===== config.mk =====
export PLATFORM = sky130hd
export DESIGN_NAME = dmem_arb
export DESIGN_NICKNAME = d
export VERILOG_FILES = /design/src/rtl/dmem_arb.sv
export SDC_FILE = /design/constraint.sdc
export NUM_CORES = 1
export LEC_CHECK = 0
export BUFFER_PORTS_ARGS = -buffer_cell sky130_fd_sc_hd__clkbuf_2
export CAP_MARGIN = 15
export CORE_AREA = 2 2 114 116
export DETAILED_ROUTE_END_ITERATION = 8
export DIE_AREA = 0 0 116 118
export GPL_ROUTABILITY_DRIVEN = 0
export GPL_TIMING_DRIVEN = 0
export PLACE_DENSITY_LB_ADDON = 0.15
export SYNTH_ARGS = -nofsm -noshare
export SYNTH_HDL_FRONTEND = slang
export SYNTH_SLANG_ARGS = --single-unit
export TNS_END_PERCENT = 100

===== constraint.sdc =====
create_clock -name clk -period 1.94 [get_ports clk]
set_input_delay 0.097 -clock clk [delete_from_list [all_inputs] [get_ports clk]]
set_output_delay 0.097 -clock clk [all_outputs]
set_load 0.02 [all_outputs]

===== src/rtl/dmem_arb.sv =====
// Single-port data-memory arbiter between the CPU memory stage and a DMA/debug port.
// Define DMEM_ARB_STARVE_EN to compile in the DMA starvation counter (fairness forcing).
module dmem_arb #(
   parameter int unsigned STARVE_MAX = 4
) (
   input  logic        clk,
   input  logic        reset,
   input  logic        cpu_req,
   input  logic        cpu_we,
   input  logic [31:0] cpu_addr,
   input  logic [31:0] cpu_wdata,
   output logic [31:0] cpu_rdata,
   output logic        cpu_stall,
   input  logic        dma_req,
   input  logic        dma_we,
   input  logic [31:0] dma_addr,
   input  logic [31:0] dma_wdata,
   output logic        dma_gnt,
   output logic [31:0] dma_rdata,
   output logic        dma_rvalid,
   output logic        mem_we,
   output logic [31:0] mem_addr,
   output logic [31:0] mem_wdata,
   input  logic [31:0] mem_rdata
);

   localparam logic [1:0] ST_IDLE = 2'd0;
   localparam logic [1:0] ST_CPU  = 2'd1;
   localparam logic [1:0] ST_DMA  = 2'd2;

   if ((STARVE_MAX < 1) || (STARVE_MAX > 15)) begin : g_bad_starve_max
      $error("dmem_arb: STARVE_MAX must be in 1..15");
   end

   logic [1:0]  state_q, state_d;
   logic        rd_pend_q, rd_pend_d;
   logic [31:0] dma_rdata_q, dma_rdata_d;
   logic        cpu_gnt;
   logic        dma_gnt_w;
   logic        force_dma;

`ifdef DMEM_ARB_STARVE_EN
   localparam logic [3:0] STARVE_LIM = 4'(STARVE_MAX);

   logic [3:0] starve_q, starve_d;

   // Counter reaching the limit overrides CPU priority for exactly one cycle.
   assign force_dma = dma_req && (starve_q == STARVE_LIM);

   always_comb begin
      starve_d = starve_q;
      if (dma_gnt_w || !dma_req) begin
         starve_d = 4'd0;
      end else if (cpu_gnt) begin
         starve_d = starve_q + 4'd1;
      end
   end

   always_ff @(posedge clk or negedge reset) begin
      if (!reset) begin
         starve_q <= 4'd0;
      end else begin
         starve_q <= starve_d;
      end
   end
`else
   assign force_dma = 1'b0;
`endif

   assign cpu_gnt   = cpu_req && !force_dma;
   assign dma_gnt_w = force_dma || (dma_req && !cpu_req);

   assign cpu_stall = cpu_req && !cpu_gnt;
   assign dma_gnt   = dma_gnt_w;
   assign cpu_rdata = cpu_gnt ? mem_rdata : 32'd0;

   always_comb begin
      mem_we    = 1'b0;
      mem_addr  = 32'd0;
      mem_wdata = 32'd0;
      if (cpu_gnt) begin
         mem_we    = cpu_we;
         mem_addr  = cpu_addr;
         mem_wdata = cpu_wdata;
      end else if (dma_gnt_w) begin
         mem_we    = dma_we;
         mem_addr  = dma_addr;
         mem_wdata = dma_wdata;
      end
   end

   always_comb begin
      state_d = ST_IDLE;
      if (cpu_gnt) begin
         state_d = ST_CPU;
      end else if (dma_gnt_w) begin
         state_d = ST_DMA;
      end
   end

   // Read data is captured in the grant cycle; it is only reported when last owner was DMA.
   assign rd_pend_d   = dma_gnt_w && !dma_we;
   assign dma_rdata_d = rd_pend_d ? mem_rdata : dma_rdata_q;

   always_ff @(posedge clk or negedge reset) begin
      if (!reset) begin
         state_q     <= ST_IDLE;
         rd_pend_q   <= 1'b0;
         dma_rdata_q <= 32'd0;
      end else begin
         state_q     <= state_d;
         rd_pend_q   <= rd_pend_d;
         dma_rdata_q <= dma_rdata_d;
      end
   end

   assign dma_rvalid = (state_q == ST_DMA) && rd_pend_q;
   assign dma_rdata  = dma_rdata_q;

endmodule


==> out/qor.txt, run 1 <==
DP Worst Slack - 337 ps
nets - 662
Wirelength per Cell - 14.8 µm
vias per std cell - 4.13
CTS buffer count - 5
Worst-Margin Slew - 881 ps
total gr overflow - 0
leakage - 2.27 nW
dominant cells by area after synthesis - dfrtp_1 (40%), a22o_1 (26%), mux2_2 (15%)
clock share of power - 26.9%
overall power - 2.84 mW
NetSw - 1.01 mW
worst min path class - input pin to flip-flop
placed cell areas - 3860 µm²
largest area contributor in the netlist - dfrtp_1
Resized Gates After CTS - 0
die height - 118 µm
Final WS setup - 411 ps
Die Area - 13700 µm²
final setup fails - 0
number of synthesis warnings - 0
Final min period - 1530 ps
post-route ant nets - 0
average cell area after synthesis - 11.3 µm²
sequential share of power - 32.5%
initial antenna violation count - 0
Clk Latency, worst-skew pair - 270 ps
drt pass-1 iters - 5
Pwr per Cell Area - 705 nW/µm²
vias in the first global route - 2616
Post-Route WL - 9920 µm
peak supply drop - 0.345 mV
Die W - 116 µm
RSZ-0062 raised after global routing - false
Clock transition at path regs - 60 ps
Final Cell Area - 4030 µm²
CTS root buffer - clkbuf_16
Tcrit/Tclk final - 78.8%
DR vias - 2766
maxcap violations - 0
share of post-route cells with drive strength above 1 - 69.4%
fin. max-slew vios - 0
CTS Buffer Depth - 2
Setup Crit Path Kind - input pin to output pin
core region area - 12400 µm²
DRC - 0
Distinct cells, synth - 14
1st-iter DRT viols - 103
crit end category - output pin
Rel. slew slack - 41.3%
combinational power share - 40.6%
Layout area overhead - 85.9%
Int Pwr - 1.83 mW
initial core utilization - 17.5%
DP HPWL - 8450 µm
Worst Setup Start Kind - input pin
pin count of the biggest net entering global routing - 36
htree depth - 2
CTS tree - done
Post-CTS Hold Fix Bufs - 2
port buffer count - 296
CP arrival - 1430 ps
num rows - 41
gr usage total - 13.2%
first-pass GRT wire length - 13900 µm
Top Ports - 298
outcome - finished, final reports clean
Max Fclk - 654 MHz
Crit Path Max Fanout - 10
syn nets - 357
Switching Share - 35.7%
setup TNS - 0 ps
post-CTS setup buffers - 0
clk sinks - 35
number of synthesized register bits - 35
Synth top area share - 40.4%
clk_skew - 0 ps
final hold viol count - 0
WP data required - 1840 ps
post-synthesis sequential area ratio - 40.4%
Syn Std Cell Area - 2170 µm²
Mapped Cells - 191
==> flip-flops by register name, summed over array words and instances (netlist names) <==
name / count
state_q: 2
dma_rdata: 32
rd_pend_q: 1
==> path summary, 6_finish.rpt <==
path,start,endpoint,slack (ps),cells past startpoint
setup / recovery,cpu_req,mem_wdata[19],410,7
hold / removal,mem_rdata[8],dma_rdata[8]$_DFFE_PN0P_,50,2
setup reg to reg,dma_rdata[3]$_DFFE_PN0P_,dma_rdata[3]$_DFFE_PN0P_,1170,1
hold reg to reg,dma_rdata[8]$_DFFE_PN0P_,dma_rdata[8]$_DFFE_PN0P_,490,1
max in group asynchronous,reset,state_q[0]$_DFF_PN0_,890,2
min in group asynchronous,reset,dma_rdata[2]$_DFFE_PN0P_,490,2
==> logic make-up after synthesis <==
family	synth area share, %
buffers and inverters	5.77
AOI/OAI and AO/OA	26.3
muxes	16.6
other	0.173
DFF	40.4
and+or+nand+nor	10.7
==> layout make-up <==
class / count / area (µm²)
well taps: 172 / 215
fillers: 1354 / 8390
clock inverters: 2 / 12.5
flip-flops and latches: 35 / 876
multi-input cells: 134 / 1170
repair buffers: 298 / 1500
plain buffers: 22 / 125
clock buffers: 6 / 129
diodes: 1 / 2.50
==> cell usage after synthesis <==
library cell,instances
dfrtp_1,35
nand2_1,1
mux2_2,29
buf_6,4
nor2b_1,1
mux2_1,3
and2_1,32
nor3b_4,1
conb_1,1
buf_4,1
buf_2,7
nor2_1,1
a22o_1,65
clkbuf_1,10
==> per-layer routing <==
layer / GRT usage, % / up-vias / wire, µm
li1: - / 1335 / -
met1: 16.2 / 1270 / 3980
met2: 23.8 / 155 / 5100
met3: 2.52 / 6 / 789
met4: 2.46 / 0 / 52
met5: 0 / - / 0
==> power groups by stage <==
stage / Clock (mW) / Combinational [mW] / Sequential, mW
after global placement: 0 / 1.17 / 0.931
after floorplan: 0 / 0.485 / 1.09
after global routing: 0.833 / 1.24 / 0.942
after detailed placement: 0 / 1.17 / 0.936
final: 0.765 / 1.15 / 0.923
after CTS: 0.808 / 1.17 / 0.926
==> cells in the final DEF (no fill, tap or decap), types with 2 or more instances in the layout <==
cell type / netlist / final
dlygate4sd3_1: 0 / 2
clkbuf_1: 10 / 11
buf_2: 7 / 7
and2_1: 32 / 32
buf_6: 4 / 4
dfrtp_1: 35 / 35
clkbuf_16: 0 / 5
mux2_1: 3 / 3
a22o_1: 65 / 65
mux2_2: 29 / 29
clkbuf_2: 0 / 296
==> stage by stage <==
step	instances	hold WS (ps)	utilization, %
6_report	670	49.4	32.4
5_1_grt	669	45.7	32.4
3_5_place_dp	659	238	31.1
4_1_cts	669	43.8	32.4
2_1_floorplan	191	-199	-
3_3_place_gp	659	237	31.1
==> critical path: stages <==
cell and delay (ps):
clkbuf_2 90, buf_6 140, nor2b_1 180, buf_2 260, buf_2 270, a22o_1 200, clkbuf_2 190
No activity file was read; power rests on OpenSTA's default activity.
==> inputs of run 2 (changes only) <==
--- a/config.mk
+++ b/config.mk
@@ -7,9 +7,9 @@
 export LEC_CHECK = 0
 export BUFFER_PORTS_ARGS = -buffer_cell sky130_fd_sc_hd__clkbuf_2
 export CAP_MARGIN = 15
-export CORE_AREA = 2 2 114 116
+export CORE_AREA = 2 2 115 117
 export DETAILED_ROUTE_END_ITERATION = 8
-export DIE_AREA = 0 0 116 118
+export DIE_AREA = 0 0 117 119
 export GPL_ROUTABILITY_DRIVEN = 0
 export GPL_TIMING_DRIVEN = 0
 export PLACE_DENSITY_LB_ADDON = 0.15
==> constraint.sdc (replaced) <==
create_clock -name clk -period 1.4 [get_ports clk]
set_input_delay 0.07 -clock clk [delete_from_list [all_inputs] [get_ports clk]]
set_output_delay 0.07 -clock clk [all_outputs]
set_load 0.02 [all_outputs]
==> run 2 against run 1 <==
Worst setup slack worse by 320 ps. Power up 40%. Highest routed layer unchanged. Routed wire length down 6.1%. Worst hold slack worse by 27 ps. Largest cell class unchanged. Critical path depth unchanged. Global-route usage down 0.76 points.
==> out/qor.txt, run 2 (same netlist as run 1, synthesis figures left out) <==
pin count of the biggest net entering global routing - 36
WP data required - 1330 ps
vias per std cell - 4.10
drt pass-1 iters - 4
cell mode on critical path - clkbuf_2
clk sinks - 35
Die Area - 13900 µm²
Hold Slack - 22.5 ps
Largest register FFs - 32
CTS Buffer Depth - 2
placed cells - 663
Hold Crit Depth - 2
Clock transition at path regs - 60 ps
Setup Crit Path Kind - input pin to output pin
final cell count without fillers - 673
final setup fails - 0
Die W - 117 µm
clk_skew - 0 ps
Clk Latency, worst-skew pair - 280 ps
Pwr per Cell Area - 980 nW/µm²
Reg2Reg Depth - 1
Final min period - 1310 ps
1st-iter DRT viols - 65
reg-to-reg slack, setup - 630 ps
Rel. slew slack - 40.6%
DP Worst Slack - -124 ps
DRC - 0
die height - 119 µm
Worst-Margin Slew - 891 ps
initial core utilization - 16.8%
leakage - 2.29 nW
Crit Path Max Fanout - 10
Top Ports - 298
CTS tree - done
share of post-route cells with drive strength above 1 - 70.6%
delay-heaviest family, CP - buffers and inverters
Ant. Diodes - 0
nets - 662
placed cell areas - 3870 µm²
vias in the first global route - 2460
Layout area overhead - 86.8%
Tcrit/Tclk final - 93.7%
worst min path class - input pin to flip-flop
CP cell instances - clkbuf_2 -> buf_6 -> nor2b_2 -> buf_4 -> clkbuf_4 -> a22o_1 -> clkbuf_2
final hold viol count - 0
Wirelength per Cell - 13.8 µm
gr usage total - 12.4%
CTS root buffer - clkbuf_16
slowest cell on the critical path - clkbuf_4
core region area - 12900 µm²
r2r startpoint - dma_rdata[3]$_DFFE_PN0P_
highest cell delay on the worst timing path - 220 ps
outcome - finished, final reports clean
WP depth - 7
Post-Route WL - 9310 µm
commonest cells after routing, fill and taps aside - clkbuf_2 (300), a22o_1 (65), dfrtp_1 (35), and2_1 (32), mux2_2 (29)
DP HPWL - 7940 µm
peak supply drop - 0.426 mV
commonest non-fill, non-tap cell in the layout - clkbuf_2
DR vias - 2762
CP bufs+invs - 5
worst reg2reg path endpoint - dma_rdata[3]$_DFFE_PN0P_
Max Fclk - 762 MHz
Worst Setup Start Kind - input pin
CTS buffer count - 5
Final WS setup - 88.0 ps
Final Cell Area - 4050 µm²
RSZ-0062 raised after global routing - false
maxcap violations - 0
num rows - 42
crit end category - output pin
fin util - 31.4%
Worst Setup EP - mem_addr[24]
initial antenna violation count - 0
port buffer count - 296
post-route ant nets - 0
first-pass GRT wire length - 13400 µm
htree depth - 2
CP Launch Point - cpu_req
total gr overflow - 0
CP arrival - 1240 ps
fin. max-slew vios - 0
==> run 2: cell types whose count changed in the layout (fill, tap and decap cells not counted), moves of 2 or more <==
| cell | before | now |
|---|---|---|
| buf_2 | 7 | 4 |
| clkbuf_1 | 11 | 6 |
| clkbuf_2 | 296 | 300 |
| clkbuf_4 | 0 | 2 |
==> run 2: how the worst min path moves through the flow <==
stage / from / endpoint / slack [ps]
floorplan: reset / dma_rdata[0]$_DFFE_PN0P_ / -230
global placement: cpu_req / state_q[0]$_DFF_PN0_ / 210
detailed placement: cpu_req / state_q[0]$_DFF_PN0_ / 220
CTS: mem_rdata[24] / dma_rdata[24]$_DFFE_PN0P_ / 20
global route: mem_rdata[8] / dma_rdata[8]$_DFFE_PN0P_ / 30
finish: mem_rdata[8] / dma_rdata[8]$_DFFE_PN0P_ / 20
==> run 2: metal layers <==
layer	track usage, %	wire, µm	up-vias	share of wire [%]
li1	-	-	1339	-
met1	16.3	3970	1280	43
met2	20.9	4580	135	49
met3	2.29	630	8	6.8
met4	3.09	131	0	1.4
met5	0	0	-	0
==> run 2: power by group <==
part	leakage (nW)	internal, mW	total, mW	switching (mW)
Combinational	1.80	0.689	1.60	0.910
Sequential	0.417	1.19	1.28	0.0865
Clock	0.0658	0.655	1.09	0.434
Total	2.29	2.54	3.97	1.43
==> run 2: through the flow <==
step           total power [mW]  setup TNS (ps)
2_1_floorplan              2.19               0
3_3_place_gp               2.90           -2660
3_5_place_dp               2.91           -3400
4_1_cts                    4.03               0
5_1_grt                    4.21               0
6_report                   3.97               0
==> run 2: area by class of cell <==
cell class / instances / area [µm²]
Fill cell: 1370 / 8830
Tap cell: 176 / 220
Buffer: 22 / 138
Multi-Input combinational cell: 134 / 1170
Timing Repair Buffer: 298 / 1500
Clock inverter: 3 / 20.0
Sequential cell: 35 / 876
Clock buffer: 5 / 125
==> run 2: what timing repair did <==
item | CTS | global route
hold endpoints to repair | 36 | 0
buffers inserted | 0 | 0
hold buffers | 2 | 0
endpoints found under the setup margin | 12 | 80
resized for setup | 1 | 11
==> inputs of run 3 (changes only) <==
--- a/config.mk
+++ b/config.mk
@@ -8,6 +8,7 @@
 export BUFFER_PORTS_ARGS = -buffer_cell sky130_fd_sc_hd__clkbuf_2
 export CAP_MARGIN = 15
 export CORE_AREA = 2 2 115 117
+export CTS_CLUSTER_SIZE = 10
 export DETAILED_ROUTE_END_ITERATION = 8
 export DIE_AREA = 0 0 117 119
 export GPL_ROUTABILITY_DRIVEN = 0
==> constraint.sdc (replaced) <==
create_clock -name clk -period 1.4 [get_ports clk]
set_input_delay 0.21 -clock clk [delete_from_list [all_inputs] [get_ports clk]]
set_output_delay 0.21 -clock clk [all_outputs]
set_load 0.02 [all_outputs]
==> run 3 against run 2 <==
Core utilization grew 3.9 points. Routed wire length grew 4.7%. The flow now finishes with violations (setup timing). Largest power group unchanged. Cell area grew 12%.
==> out/qor.txt, run 3 (same netlist as run 1, synthesis figures left out) <==
outcome - finished, violations left
violated checks - setup timing
peak supply drop - 0.427 mV
met2 Track Usage GR - 21.7%
crit end category - output pin
setup TNS - -155 ps
Crit Path Max Fanout - 5
num rows - 42
met3 usage - 2.39%
RSZ-0062 raised after global routing - true
Worst Setup Start Kind - input pin
total gr overflow - 0
Wirelength per Cell - 14.4 µm
CTS buffer count - 5
Rel. slew slack - 41.6%
WP data required - 1190 ps
Final min period - 1450 ps
CTS root buffer - clkbuf_16
share of post-route cells with drive strength above 1 - 72.7%
first-pass GRT wire length - 13600 µm
1st-iter DRT viols - 54
cell mode on critical path - buf_8
Largest register FFs - 32
Hold Slack - 34.4 ps
gr usage total - 12.6%
met1 GRT Util - 16.2%
highest cell delay on the worst timing path - 190 ps
leakage - 2.47 nW
pin count of the biggest net entering global routing - 36
Layout area overhead - 110%
DR vias - 2787
Max Fclk - 690 MHz
vias in the first global route - 2551
final hold viol count - 0
Clock transition at path regs - 60 ps
Pwr per Cell Area - 919 nW/µm²
maxcap violations - 0
Top Ports - 298
CTS Buffer Depth - 2
Setup Crit Path Kind - input pin to output pin
htree depth - 2
DRC - 0
clk_skew - 0 ps
DP HPWL - 7940 µm
placed cell areas - 3870 µm²
Final WS setup - -49.6 ps
initial core utilization - 16.8%
delay-heaviest family, CP - buffers and inverters
port buffer count - 296
Die W - 117 µm
drt pass-1 iters - 4
fin. max-slew vios - 0
Clk Latency, worst-skew pair - 280 ps
slowest cell on the critical path - nor2b_4
commonest non-fill, non-tap cell in the layout - clkbuf_2
CP cell instances - buf_8 -> buf_8 -> nor2b_4 -> buf_12 -> buf_8 -> a22o_1 -> clkbuf_8
final setup fails - 12
CTS tree - done
initial antenna violation count - 0
nets - 667
CP arrival - 1240 ps
Post-Route WL - 9750 µm
core region area - 12900 µm²
DP Worst Slack - -328 ps
Worst-Margin Slew - 876 ps
worst min path class - input pin to asynchronous set/reset pin
Ant. Diodes - 0
vias per std cell - 4.11
commonest cells after routing, fill and taps aside - clkbuf_2 (253), a22o_1 (63), buf_6 (41), dfrtp_1 (35), and2_1 (32)
Final Cell Area - 4550 µm²
die height - 119 µm
post-route ant nets - 0
clk sinks - 35
GR peak layer - met2
fin util - 35.3%
Tcrit/Tclk final - 104%
Die Area - 13900 µm²
CP bufs+invs - 5
[run 3: cell types whose count changed in the layout (fill, tap and decap cells not counted), moves of 3 or more]
cell / change
buf_2: -3
clkbuf_8: +3
clkbuf_2: -47
buf_6: +37
buf_4: +8
clkbuf_1: -5
buf_8: +8
clkbuf_16: +4
[run 3: metrics by stage]
stage                     cells  power [mW]
after CTS                   672        4.08
final                       678        4.18
after floorplan             191        2.19
after global routing        678        4.42
after global placement      663        2.90
after detailed placement    663        2.91
[run 3: area by class of cell]
type | instances | area [µm²]
fillers | 1322 | 8330
repair buffers | 304 | 1910
multi-input cells | 134 | 1190
flip-flops and latches | 35 | 876
well taps | 176 | 220
plain buffers | 21 | 205
clock buffers | 5 | 125
clock inverters | 3 | 20.0
[run 3: timing repair]
item                                    CTS  global route
pin swaps                                 0             6
hold buffers                              0             0
gates cloned                              0             4
endpoints found under the setup margin   95            88
setup buffers                             1             3
resized for setup                        45           127
endpoints found under the hold margin     0             0
[run 3: power by group]
part	internal, mW	switching, mW
Clock	0.655	0.436
Combinational	0.865	0.946
Sequential	1.19	0.0866
Total	2.71	1.47
[run 3: layer usage]
layer,part of all wire [%],vias up
met5,0,-
met2,50,136
met1,42,1295
li1,-,1348
met3,6.7,8
met4,1.4,0
[run 3: final timing paths]
check	startpoint	slack [ps]	cells after the start	to
worst max-delay path	cpu_req	-50	7	mem_wdata[0]
worst min-delay path	reset	30	1	dma_rdata[6]$_DFFE_PN0P_
worst max register to register	dma_rdata[11]$_DFFE_PN0P_	630	1	dma_rdata[11]$_DFFE_PN0P_
worst min register to register	dma_rdata[8]$_DFFE_PN0P_	490	1	dma_rdata[8]$_DFFE_PN0P_
max in group asynchronous	reset	810	1	state_q[1]$_DFF_PN0_
min in group clk	cpu_req	60	1	state_q[0]$_DFF_PN0_
